===== config.mk =====
export PLATFORM = sky130hd
export DESIGN_NAME = mips_mc_control_flat
export DESIGN_NICKNAME = d
export VERILOG_FILES = /design/src/rtl/mips_mc_control_pkg.sv /design/src/rtl/mips_mc_control_if.sv /design/src/rtl/mips_mc_control_alu_decoder.sv /design/src/rtl/mips_mc_control.sv /design/src/flat_wrapper.sv
export SDC_FILE = /design/constraint.sdc
export NUM_CORES = 1
export LEC_CHECK = 0
export CAP_MARGIN = 0
export CORE_ASPECT_RATIO = 0.7
export CORE_MARGIN = 1.5
export CORE_UTILIZATION = 46
export DETAILED_ROUTE_END_ITERATION = 10
export PLACE_DENSITY = 0.81
export RECOVER_POWER = 50
export SYNTH_ARGS = -nofsm -noshare
export SYNTH_HDL_FRONTEND = slang
export SYNTH_SLANG_ARGS = --single-unit

===== constraint.sdc =====
create_clock -name clk -period 2.2 [get_ports clk]
set_clock_uncertainty 0.05 [all_clocks]
set_input_delay 0.44 -clock clk [delete_from_list [all_inputs] [get_ports clk]]
set_output_delay 0.44 -clock clk [all_outputs]
set_load 0.02 [all_outputs]

===== src/rtl/mips_mc_control_pkg.sv =====
// Shared types and constants for the multicycle MIPS control unit.
package mips_mc_control_pkg;

  // State codes are visible on state_o for debug.
  typedef enum logic [3:0] {
    S_FETCH    = 4'd0,
    S_DECODE   = 4'd1,
    S_MEMADR   = 4'd2,
    S_MEMREAD  = 4'd3,
    S_MEMWB    = 4'd4,
    S_MEMWRITE = 4'd5,
    S_EXECUTE  = 4'd6,
    S_ALUWB    = 4'd7,
    S_BRANCH   = 4'd8,
    S_ADDIEXEC = 4'd9,
    S_ADDIWB   = 4'd10,
    S_JUMP     = 4'd11
  } state_t;

  localparam logic [5:0] OP_RTYPE = 6'b000000;
  localparam logic [5:0] OP_LW    = 6'b100011;
  localparam logic [5:0] OP_SW    = 6'b101011;
  localparam logic [5:0] OP_BEQ   = 6'b000100;
  localparam logic [5:0] OP_ADDI  = 6'b001000;
  localparam logic [5:0] OP_J     = 6'b000010;

  localparam logic [5:0] FN_ADD = 6'b100000;
  localparam logic [5:0] FN_SUB = 6'b100010;
  localparam logic [5:0] FN_AND = 6'b100100;
  localparam logic [5:0] FN_OR  = 6'b100101;
  localparam logic [5:0] FN_SLT = 6'b101010;

  typedef enum logic [2:0] {
    ALU_ADD = 3'b000,
    ALU_SUB = 3'b001,
    ALU_AND = 3'b010,
    ALU_OR  = 3'b011,
    ALU_SLT = 3'b100
  } alu_ctl_t;

  typedef enum logic [1:0] {
    ALUOP_ADD   = 2'b00,
    ALUOP_SUB   = 2'b01,
    ALUOP_FUNCT = 2'b10
  } alu_op_t;

  // Per-state datapath controls; mem_wait marks states whose write
  // enables only fire on the cycle the memory reports ready.
  typedef struct packed {
    logic       iord;
    logic       memwrite;
    logic       irwrite;
    logic       regdst;
    logic       memtoreg;
    logic       regwrite;
    logic       alusrca;
    logic [1:0] alusrcb;
    logic [1:0] pcsrc;
    logic       pcwrite;
    logic       branch;
    logic       mem_wait;
    alu_op_t    aluop;
  } ctrl_t;

  function automatic logic op_supported(logic [5:0] op);
    return (op == OP_RTYPE) || (op == OP_LW) || (op == OP_SW) ||
           (op == OP_BEQ) || (op == OP_ADDI) || (op == OP_J);
  endfunction

  // Moore decode of the control word for a given state.
  function automatic ctrl_t state_ctrl(state_t s);
    ctrl_t c;
    c = '0;
    case (s)
      S_FETCH: begin
        c.alusrcb  = 2'b01;
        c.irwrite  = 1'b1;
        c.pcwrite  = 1'b1;
        c.mem_wait = 1'b1;
      end
      S_DECODE: c.alusrcb = 2'b11;
      S_MEMADR: begin
        c.alusrca = 1'b1;
        c.alusrcb = 2'b10;
      end
      S_MEMREAD: c.iord = 1'b1;
      S_MEMWB: begin
        c.memtoreg = 1'b1;
        c.regwrite = 1'b1;
      end
      S_MEMWRITE: begin
        c.iord     = 1'b1;
        c.memwrite = 1'b1;
        c.mem_wait = 1'b1;
      end
      S_EXECUTE: begin
        c.alusrca = 1'b1;
        c.aluop   = ALUOP_FUNCT;
      end
      S_ALUWB: begin
        c.regdst   = 1'b1;
        c.regwrite = 1'b1;
      end
      S_BRANCH: begin
        c.alusrca = 1'b1;
        c.aluop   = ALUOP_SUB;
        c.pcsrc   = 2'b01;
        c.branch  = 1'b1;
      end
      S_ADDIEXEC: begin
        c.alusrca = 1'b1;
        c.alusrcb = 2'b10;
      end
      S_ADDIWB: c.regwrite = 1'b1;
      S_JUMP: begin
        c.pcsrc   = 2'b10;
        c.pcwrite = 1'b1;
      end
      default: ;
    endcase
    return c;
  endfunction

endpackage


===== src/rtl/mips_mc_control_if.sv =====
// Control/datapath bundle; the control unit is the master side.
interface mips_mc_control_if;
  logic [5:0] Op;
  logic [5:0] Funct;
  logic       Zero;
  logic       mem_rdy;
  logic       IorD;
  logic       MemWrite;
  logic       IRWrite;
  logic       RegDst;
  logic       MemtoReg;
  logic       RegWrite;
  logic       ALUSrcA;
  logic [1:0] ALUSrcB;
  logic [1:0] PCSrc;
  logic       PCEn;
  logic [2:0] ALUCtl;
  logic       illegal_op;
  logic [3:0] state_o;

  modport master (
    input  Op, Funct, Zero, mem_rdy,
    output IorD, MemWrite, IRWrite, RegDst, MemtoReg, RegWrite, ALUSrcA,
           ALUSrcB, PCSrc, PCEn, ALUCtl, illegal_op, state_o
  );

  modport slave (
    output Op, Funct, Zero, mem_rdy,
    input  IorD, MemWrite, IRWrite, RegDst, MemtoReg, RegWrite, ALUSrcA,
           ALUSrcB, PCSrc, PCEn, ALUCtl, illegal_op, state_o
  );
endinterface


===== src/rtl/mips_mc_control_alu_decoder.sv =====
// ALUOp + Funct -> ALU operation select, with an unsupported-funct flag.
module alu_decoder
  import mips_mc_control_pkg::*;
(
  input  alu_op_t    alu_op,
  input  logic [5:0] funct,
  output alu_ctl_t   alu_ctl,
  output logic       bad_funct
);

  // Funct is only consulted for R-type execution; unknown functs fall back to add.
  always_comb begin
    alu_ctl   = ALU_ADD;
    bad_funct = 1'b0;
    case (alu_op)
      ALUOP_ADD: alu_ctl = ALU_ADD;
      ALUOP_SUB: alu_ctl = ALU_SUB;
      ALUOP_FUNCT: begin
        case (funct)
          FN_ADD:  alu_ctl = ALU_ADD;
          FN_SUB:  alu_ctl = ALU_SUB;
          FN_AND:  alu_ctl = ALU_AND;
          FN_OR:   alu_ctl = ALU_OR;
          FN_SLT:  alu_ctl = ALU_SLT;
          default: bad_funct = 1'b1;
        endcase
      end
      default: alu_ctl = ALU_ADD;
    endcase
  end

endmodule


===== src/rtl/mips_mc_control.sv =====
// Multicycle MIPS control unit: Moore FSM sequencing the shared datapath.
module mips_mc_control
  import mips_mc_control_pkg::*;
#(
  parameter bit MEM_WAIT_EN = 1'b1
) (
  input logic               clk,
  input logic               rst_n,
  mips_mc_control_if.master bus
);

  state_t   state;
  state_t   nxt;
  ctrl_t    ctrl_q;
  alu_op_t  alu_op;
  alu_ctl_t alu_ctl;
  logic     bad_funct;
  logic     rdy_ok;
  logic     en_ok;

  assign rdy_ok = bus.mem_rdy | ~MEM_WAIT_EN;

  // Next-state selection; Op is taken from the held IR, memory states wait on ready.
  always_comb begin
    nxt = state;
    case (state)
      S_FETCH: if (rdy_ok) nxt = S_DECODE;
      S_DECODE: begin
        case (bus.Op)
          OP_LW, OP_SW: nxt = S_MEMADR;
          OP_RTYPE:     nxt = S_EXECUTE;
          OP_BEQ:       nxt = S_BRANCH;
          OP_ADDI:      nxt = S_ADDIEXEC;
          OP_J:         nxt = S_JUMP;
          default:      nxt = S_FETCH;
        endcase
      end
      S_MEMADR: begin
        if (bus.Op == OP_LW)      nxt = S_MEMREAD;
        else if (bus.Op == OP_SW) nxt = S_MEMWRITE;
        else                      nxt = S_FETCH;
      end
      S_MEMREAD:  if (rdy_ok) nxt = S_MEMWB;
      S_MEMWRITE: if (rdy_ok) nxt = S_FETCH;
      S_EXECUTE:  nxt = S_ALUWB;
      S_ADDIEXEC: nxt = S_ADDIWB;
      S_MEMWB, S_ALUWB, S_BRANCH, S_ADDIWB, S_JUMP: nxt = S_FETCH;
      default:    nxt = S_FETCH;
    endcase
  end

  // State register with the control word registered alongside it.
  always_ff @(posedge clk or negedge rst_n) begin
    if (!rst_n) begin
      state  <= S_FETCH;
      ctrl_q <= state_ctrl(S_FETCH);
    end else begin
      state  <= nxt;
      ctrl_q <= state_ctrl(nxt);
    end
  end

  assign alu_op = rst_n ? ctrl_q.aluop : ALUOP_ADD;

  alu_decoder u_alu_decoder (
    .alu_op    (alu_op),
    .funct     (bus.Funct),
    .alu_ctl   (alu_ctl),
    .bad_funct (bad_funct)
  );

  // Enables of memory-waiting states fire only on the ready cycle; everything is dead in reset.
  assign en_ok = rst_n & (rdy_ok | ~ctrl_q.mem_wait);

  assign bus.IorD       = rst_n & ctrl_q.iord;
  assign bus.MemWrite   = en_ok & ctrl_q.memwrite;
  assign bus.IRWrite    = en_ok & ctrl_q.irwrite;
  assign bus.RegDst     = rst_n & ctrl_q.regdst;
  assign bus.MemtoReg   = rst_n & ctrl_q.memtoreg;
  assign bus.RegWrite   = rst_n & ctrl_q.regwrite;
  assign bus.ALUSrcA    = rst_n & ctrl_q.alusrca;
  assign bus.ALUSrcB    = rst_n ? ctrl_q.alusrcb : 2'b00;
  assign bus.PCSrc      = rst_n ? ctrl_q.pcsrc : 2'b00;
  assign bus.PCEn       = (en_ok & ctrl_q.pcwrite) | (rst_n & ctrl_q.branch & bus.Zero);
  assign bus.ALUCtl     = alu_ctl;
  assign bus.illegal_op = rst_n & (((state == S_DECODE) & ~op_supported(bus.Op)) |
                                   ((state == S_EXECUTE) & bad_funct));
  assign bus.state_o    = state;

endmodule


===== src/flat_wrapper.sv =====
// flat-port wrapper written by rule: the top's interface ports become plain ports
module mips_mc_control_flat import mips_mc_control_pkg::*;
#(
  parameter bit MEM_WAIT_EN = 1'b1
)
  (clk, rst_n, bus_Op, bus_Funct, bus_Zero, bus_mem_rdy, bus_IorD, bus_MemWrite, bus_IRWrite, bus_RegDst, bus_MemtoReg, bus_RegWrite, bus_ALUSrcA, bus_ALUSrcB, bus_PCSrc, bus_PCEn, bus_ALUCtl, bus_illegal_op, bus_state_o);
  mips_mc_control_if bus_i ();
  input logic clk;
  input logic rst_n;
  input wire logic [$bits(bus_i.Op)-1:0] bus_Op;
  input wire logic [$bits(bus_i.Funct)-1:0] bus_Funct;
  input wire logic [$bits(bus_i.Zero)-1:0] bus_Zero;
  input wire logic [$bits(bus_i.mem_rdy)-1:0] bus_mem_rdy;
  output wire logic [$bits(bus_i.IorD)-1:0] bus_IorD;
  output wire logic [$bits(bus_i.MemWrite)-1:0] bus_MemWrite;
  output wire logic [$bits(bus_i.IRWrite)-1:0] bus_IRWrite;
  output wire logic [$bits(bus_i.RegDst)-1:0] bus_RegDst;
  output wire logic [$bits(bus_i.MemtoReg)-1:0] bus_MemtoReg;
  output wire logic [$bits(bus_i.RegWrite)-1:0] bus_RegWrite;
  output wire logic [$bits(bus_i.ALUSrcA)-1:0] bus_ALUSrcA;
  output wire logic [$bits(bus_i.ALUSrcB)-1:0] bus_ALUSrcB;
  output wire logic [$bits(bus_i.PCSrc)-1:0] bus_PCSrc;
  output wire logic [$bits(bus_i.PCEn)-1:0] bus_PCEn;
  output wire logic [$bits(bus_i.ALUCtl)-1:0] bus_ALUCtl;
  output wire logic [$bits(bus_i.illegal_op)-1:0] bus_illegal_op;
  output wire logic [$bits(bus_i.state_o)-1:0] bus_state_o;
  assign bus_i.Op = bus_Op;
  assign bus_i.Funct = bus_Funct;
  assign bus_i.Zero = bus_Zero;
  assign bus_i.mem_rdy = bus_mem_rdy;
  assign bus_IorD = bus_i.IorD;
  assign bus_MemWrite = bus_i.MemWrite;
  assign bus_IRWrite = bus_i.IRWrite;
  assign bus_RegDst = bus_i.RegDst;
  assign bus_MemtoReg = bus_i.MemtoReg;
  assign bus_RegWrite = bus_i.RegWrite;
  assign bus_ALUSrcA = bus_i.ALUSrcA;
  assign bus_ALUSrcB = bus_i.ALUSrcB;
  assign bus_PCSrc = bus_i.PCSrc;
  assign bus_PCEn = bus_i.PCEn;
  assign bus_ALUCtl = bus_i.ALUCtl;
  assign bus_illegal_op = bus_i.illegal_op;
  assign bus_state_o = bus_i.state_o;
  mips_mc_control #(.MEM_WAIT_EN(MEM_WAIT_EN)) u_core (.clk(clk), .rst_n(rst_n), .bus(bus_i));
endmodule

# Word-level counts from Yosys, hierarchy flattened
# Index checks and enable logic that the tools add are counted.
# word_totals
register_bits	20
in_bits	16
out_inout_bits	20
word_cells	105
# op_classes
n_eq_ne	29
n_mux	27
bitwise	19
reduce_logical	16
# ops
cell	count
$eq A6 B6 Y1 const B	7
$pmux W4 S7	1
$eq A4 B3 Y1 const B	6
$eq A4 B4 Y1 const B	5
$pmux W4 S5	1
$eq A4 B2 Y1 const B	4
$mux W4	4
$and A1 B1 Y1	14
$mux W1	12
$pmux W3 S4	1
$reduce_or A2 Y1	5
$eq A4 B1 Y1 const B	2
$logic_not A4 Y1	2
$pmux W2 S2	2
$eq A6 B2 Y1 const B	1
$eq A6 B3 Y1 const B	1
$eq A6 B4 Y1 const B	1
$logic_not A6 Y1	1
$mux W2	3
$pmux W2 S3	1
$pmux W3 S2	1
$logic_or A1 B1 Y1	5
$reduce_or A5 Y1	1
$reduce_or A4 Y1	1
other kinds (6)	9

# Logic depth before layout (Yosys ltp)
# Gate-level depths: netlist (run 1).
# depth
word_depth	10
mapped_depth	8
mapped_depth_nobuf	6

# Modules after synthesis
# From an unflattened synthesis (run 1), not the netlist that was laid out.
# hier_totals
cells_unflattened	129
area_unflattened_um2	1312.5
# modules_own_cells
module	instances	cells_each	area_each_um2	seq_area_each_um2
mips_mc_control	1	113	1162.4	480.5
alu_decoder	1	16	150.1	0.0

# Worst setup path after synthesis (run 1)
# OpenSTA, ideal clock, no wires.
# synth_path
path_kind	in2out
start	input port bus_Funct[2]
end	output port bus_ALUCtl[2]
arrival_time_ns	1.627
required_ns	1.710
slack_ns	0.083
cell_stages	3
path_buffers	0
cell_sequence	nand2b_1 > or4b_1 > nor3b_1
# synth_via
elab_chain_cells	3
word_cells_on_any_way	6
classes_between	4 x eq/ne; 2 x mux
# synth_lines
element	line	source
start: declaration	flat_wrapper.sv:11	input wire logic [$bits(bus_i.Funct)-1:0] bus_Funct;
$eq A6 B6 Y1	mips_mc_control_alu_decoder.sv:19	case (funct)
$pmux W3 S4 (*)	mips_mc_control_alu_decoder.sv:19	
$pmux W3 S2 (*)	mips_mc_control_alu_decoder.sv:15	case (alu_op)
end: declaration	flat_wrapper.sv:24	output wire logic [$bits(bus_i.ALUCtl)-1:0] bus_ALUCtl;
# Every way passes the cells marked *; elsewhere a longest branch is shown, timed or not.

# Worst setup path in the final report (run 1)
# layout_path
start	input port bus_Funct[1]
end	output port bus_ALUCtl[2]
# The elaborated chain is that of the path after synthesis.

==> results of run 1 <==
[cells in the mapped netlist, types with 2 or more instances]
cell and instances:
a21boi_1 2, a21oi_1 3, and2_1 8, and3_1 2, and3_4 2, and4b_1 2
buf_4 2, buf_6 2, clkbuf_1 2, dfrtp_1 14, dfstp_2 4, ha_1 2
inv_1 8, nand2_1 8, nand2b_1 4, nand3b_1 2, nand4_1 4, nand4b_1 2
nand4bb_1 2, nor2_1 11, nor2b_1 2, nor3_1 4, nor3b_1 3, o21ai_0 5
o21ai_1 2, xor2_1 3
[power by group through the flow]
stage                     Clock [mW]  Combinational [mW]  Sequential [mW]
after global placement             0               0.730            0.483
final                          0.272               0.754            0.489
after CTS                      0.274               0.757            0.487
after detailed placement           0               0.760            0.493
after global routing           0.291               0.816            0.495
after floorplan                    0               0.450            0.513
[logic make-up (layout without fill, tap and decap cells)]
group	Yosys count	in the layout	synth area share (%)
AND/OR/NAND/NOR	64	64	35.4
buffers and inverters	17	74	8.25
AO/OA/AOI/OAI	22	22	14.6
flip-flops	18	18	37.5
XOR/XNOR	3	3	2.17
adder cells (fa/ha/maj)	2	2	2.06
[worst paths after layout]
check	to	slack (ps)	cells past startpoint
min in group clk	u_core.ctrl_q[12]$_DFF_PN0_	620	2
max in group asynchronous	u_core.ctrl_q[13]$_DFF_PN1_	1760	2
worst min register to register	u_core.ctrl_q[12]$_DFF_PN0_	620	2
worst max register to register	u_core.ctrl_q[9]$_DFF_PN0_	260	7
worst min-delay path	u_core.ctrl_q[12]$_DFF_PN0_	90	2
worst max-delay path	bus_ALUCtl[2]	70	5
[state kept, by name, summed over array words and instances, names as in the netlist]
| signal | cells |
|---|---|
| u_core.bus.state_o | 4 |
| u_core.ctrl_q | 14 |
[placed cells by master (no fill, tap or decap), drive strengths merged, types with 6 or more instances in the layout]
cell type and count:
dfrtp 14, clkbuf 10, buf 24, inv 9, nor2 11, nand2 8, and2 8, clkdlybuf4s50 18
o21ai 7, dlygate4sd2 6
[stage by stage]
step	cell area [µm²]	TNS (ps)	std cells
after floorplan	1210	0	126
after global placement	1740	-5110	213
after detailed placement	1740	-5640	213
after CTS	1810	-10.6	217
after global routing	1800	0	217
final	1800	0	217
[repair_timing]
action,4_1_cts,5_1_grt
gates resized for setup,30,12
setup endpoints to repair,16,9
gates cloned,0,0
pin swaps,1,2
[worst reg2reg max path, stage by stage (launching register included)]
cell	delay [ps]
dfrtp_1	450
buf_4	210
nor3b_1	380
nand4_1	170
and3_4	220
clkinv_8	60
or2_1	130
nand3b_1	130
[layout make-up]
type	instances	area, µm²	share of cell area [%]
clock buffer	4	55.1	3.05
inverter	10	50.0	2.78
timing repair buffer	60	513	28.5
tap	34	42.5	2.36
sequential	18	455	25.3
multi-input combinational	91	687	38.1
[metal layers]
layer	wire length, µm	vias to the layer above	share of wire (%)	track usage (%)
met3	250	4	7.9	8.17
li1	-	566	-	-
met4	13	0	0.41	3.40
met2	1610	45	51	45.6
met5	0	-	0	0
met1	1300	530	41	26.5
==> reports/results.txt, run 1 <==
1st-iter DRT viols = 45
Chip Width = 64.4 µm
Largest stage delay, worst path = 490 ps
Die ar. = 0.00296 mm²
Fill cell count = 183
Buf+Inv Stages, Crit Path = 2
Clk buf depth = 2
Via count = 1,145
DR DRC count = 0
Critical Path AT = 1640 ps
Starting Density = 49.0%
Root Driver = clkbuf_8
CP max FO = 2
Routed WL per cell = 14.6 µm
Flop pwr share = 32.3%
Initial antenna violation count = 0
CORE AREA = 0.00248 mm²
Yosys warnings = 0
Top Family by Delay on Critical Path = simple AND/OR/NAND/NOR gates
CTS tree = yes
Sinks on the clock net = 18
Clk slew on worst S/H paths = 70 ps
Worst-margin pin slew = 396 ps
Worst vdd ir = 0.000750 V
Number of buffers added on ports = 35
Prevailing post-synth register cell = dfrtp_1
ANT nets after route = 0
Top cells by area, synth = dfrtp_1 (29%), dfstp_2 (8.7%), and2_1 (4.1%)
Tot GR Track Use = 23.7%
Num ports = 36
Post-detail-place hpwl = 2.41 mm
Sequential share of the synthesized area = 37.5%
Hold Buf Count CTS = 0
Final Max Slew Viols = 0
Final Util = 72.8%
Post-synth net total = 144
First-pass GRT wire length = 5.16 mm
Internal Power = 963 µW
Setup crit start kind = primary input
Worst path slowest cell = or4b_4
Switch share = 36.4%
Critical path class = in -> out
CP Launch Point = bus_Funct[1]
Vias in the first global route = 1,136
Crit path time final = 2130 ps
GRT overflow = 0
Status = finished, final reports clean
Critical path, cell by cell = dlygate4sd2_1 > nand2b_4 > or4b_4 > nor3b_2 > buf_4
Routed WL = 3.17 mm
Post-Syn Area per Cell = 9.63 µm²
Fmax = 0.469 GHz
Post-synth EDFFs = 0
Pwr Density = 840 mW/mm²
Endpoints failing setup = 0
Via density = 5.28
Setup Buffers After CTS = 0
TritonRoute pass-1 iters = 4
Endpoints failing hold = 0
Period Utilization, post-route = 96.9%
Final GP Congestion = 0.852
Nets = 202
Net switching power = 551 µW
Synth Register Bits = 18
Distinct cell type count after synthesis = 47
Worst Hold Class = in -> async
FFs w/ async S/R, synth = 100%
Latest clock arrival within the worst-skew pair = 260 ps
DIE HEIGHT = 46.0 µm
Cell count after synthesis = 126
Total power after layout = 1.51 mW
Min Hold Slack = 88.5 ps
Critical Path RT = 1710 ps
Static leakage = 0.870 nW
Clock power frac = 17.9%
Logic pwr share = 49.8%
Share of layout cells above drive strength 1 = 29.0%
Yosys top cell area share = 28.9%
Rel. slew slack = 73.5%
Worst slack, placed = -659 ps
Diodes inserted = 0
Critical path endpoint category = primary output
Total CTS buffers = 3
Largest area contributor in the netlist = dfrtp_1
Post-synthesis cell area = 0.00121 mm²
Area Overhead vs Synth = 48.6%
# H-tree levels = 1
Pin count of the biggest net entering global routing = 26
Maxcap violations = 0
RSZ-0062 raised after global routing = no
Row cnt = 15
FF-to-FF Start = u_core.bus.state_o[1]$_DFF_PN0_
Final worst setup slack = 68.2 ps
Power figures use the tool's default switching activity.
==> run 2: changes to the inputs <==
Settings changed: SLEW_MARGIN from default to 10.
==> results of run 2 <==
The final DEF is identical to that of run 1; final timing and power are the same.
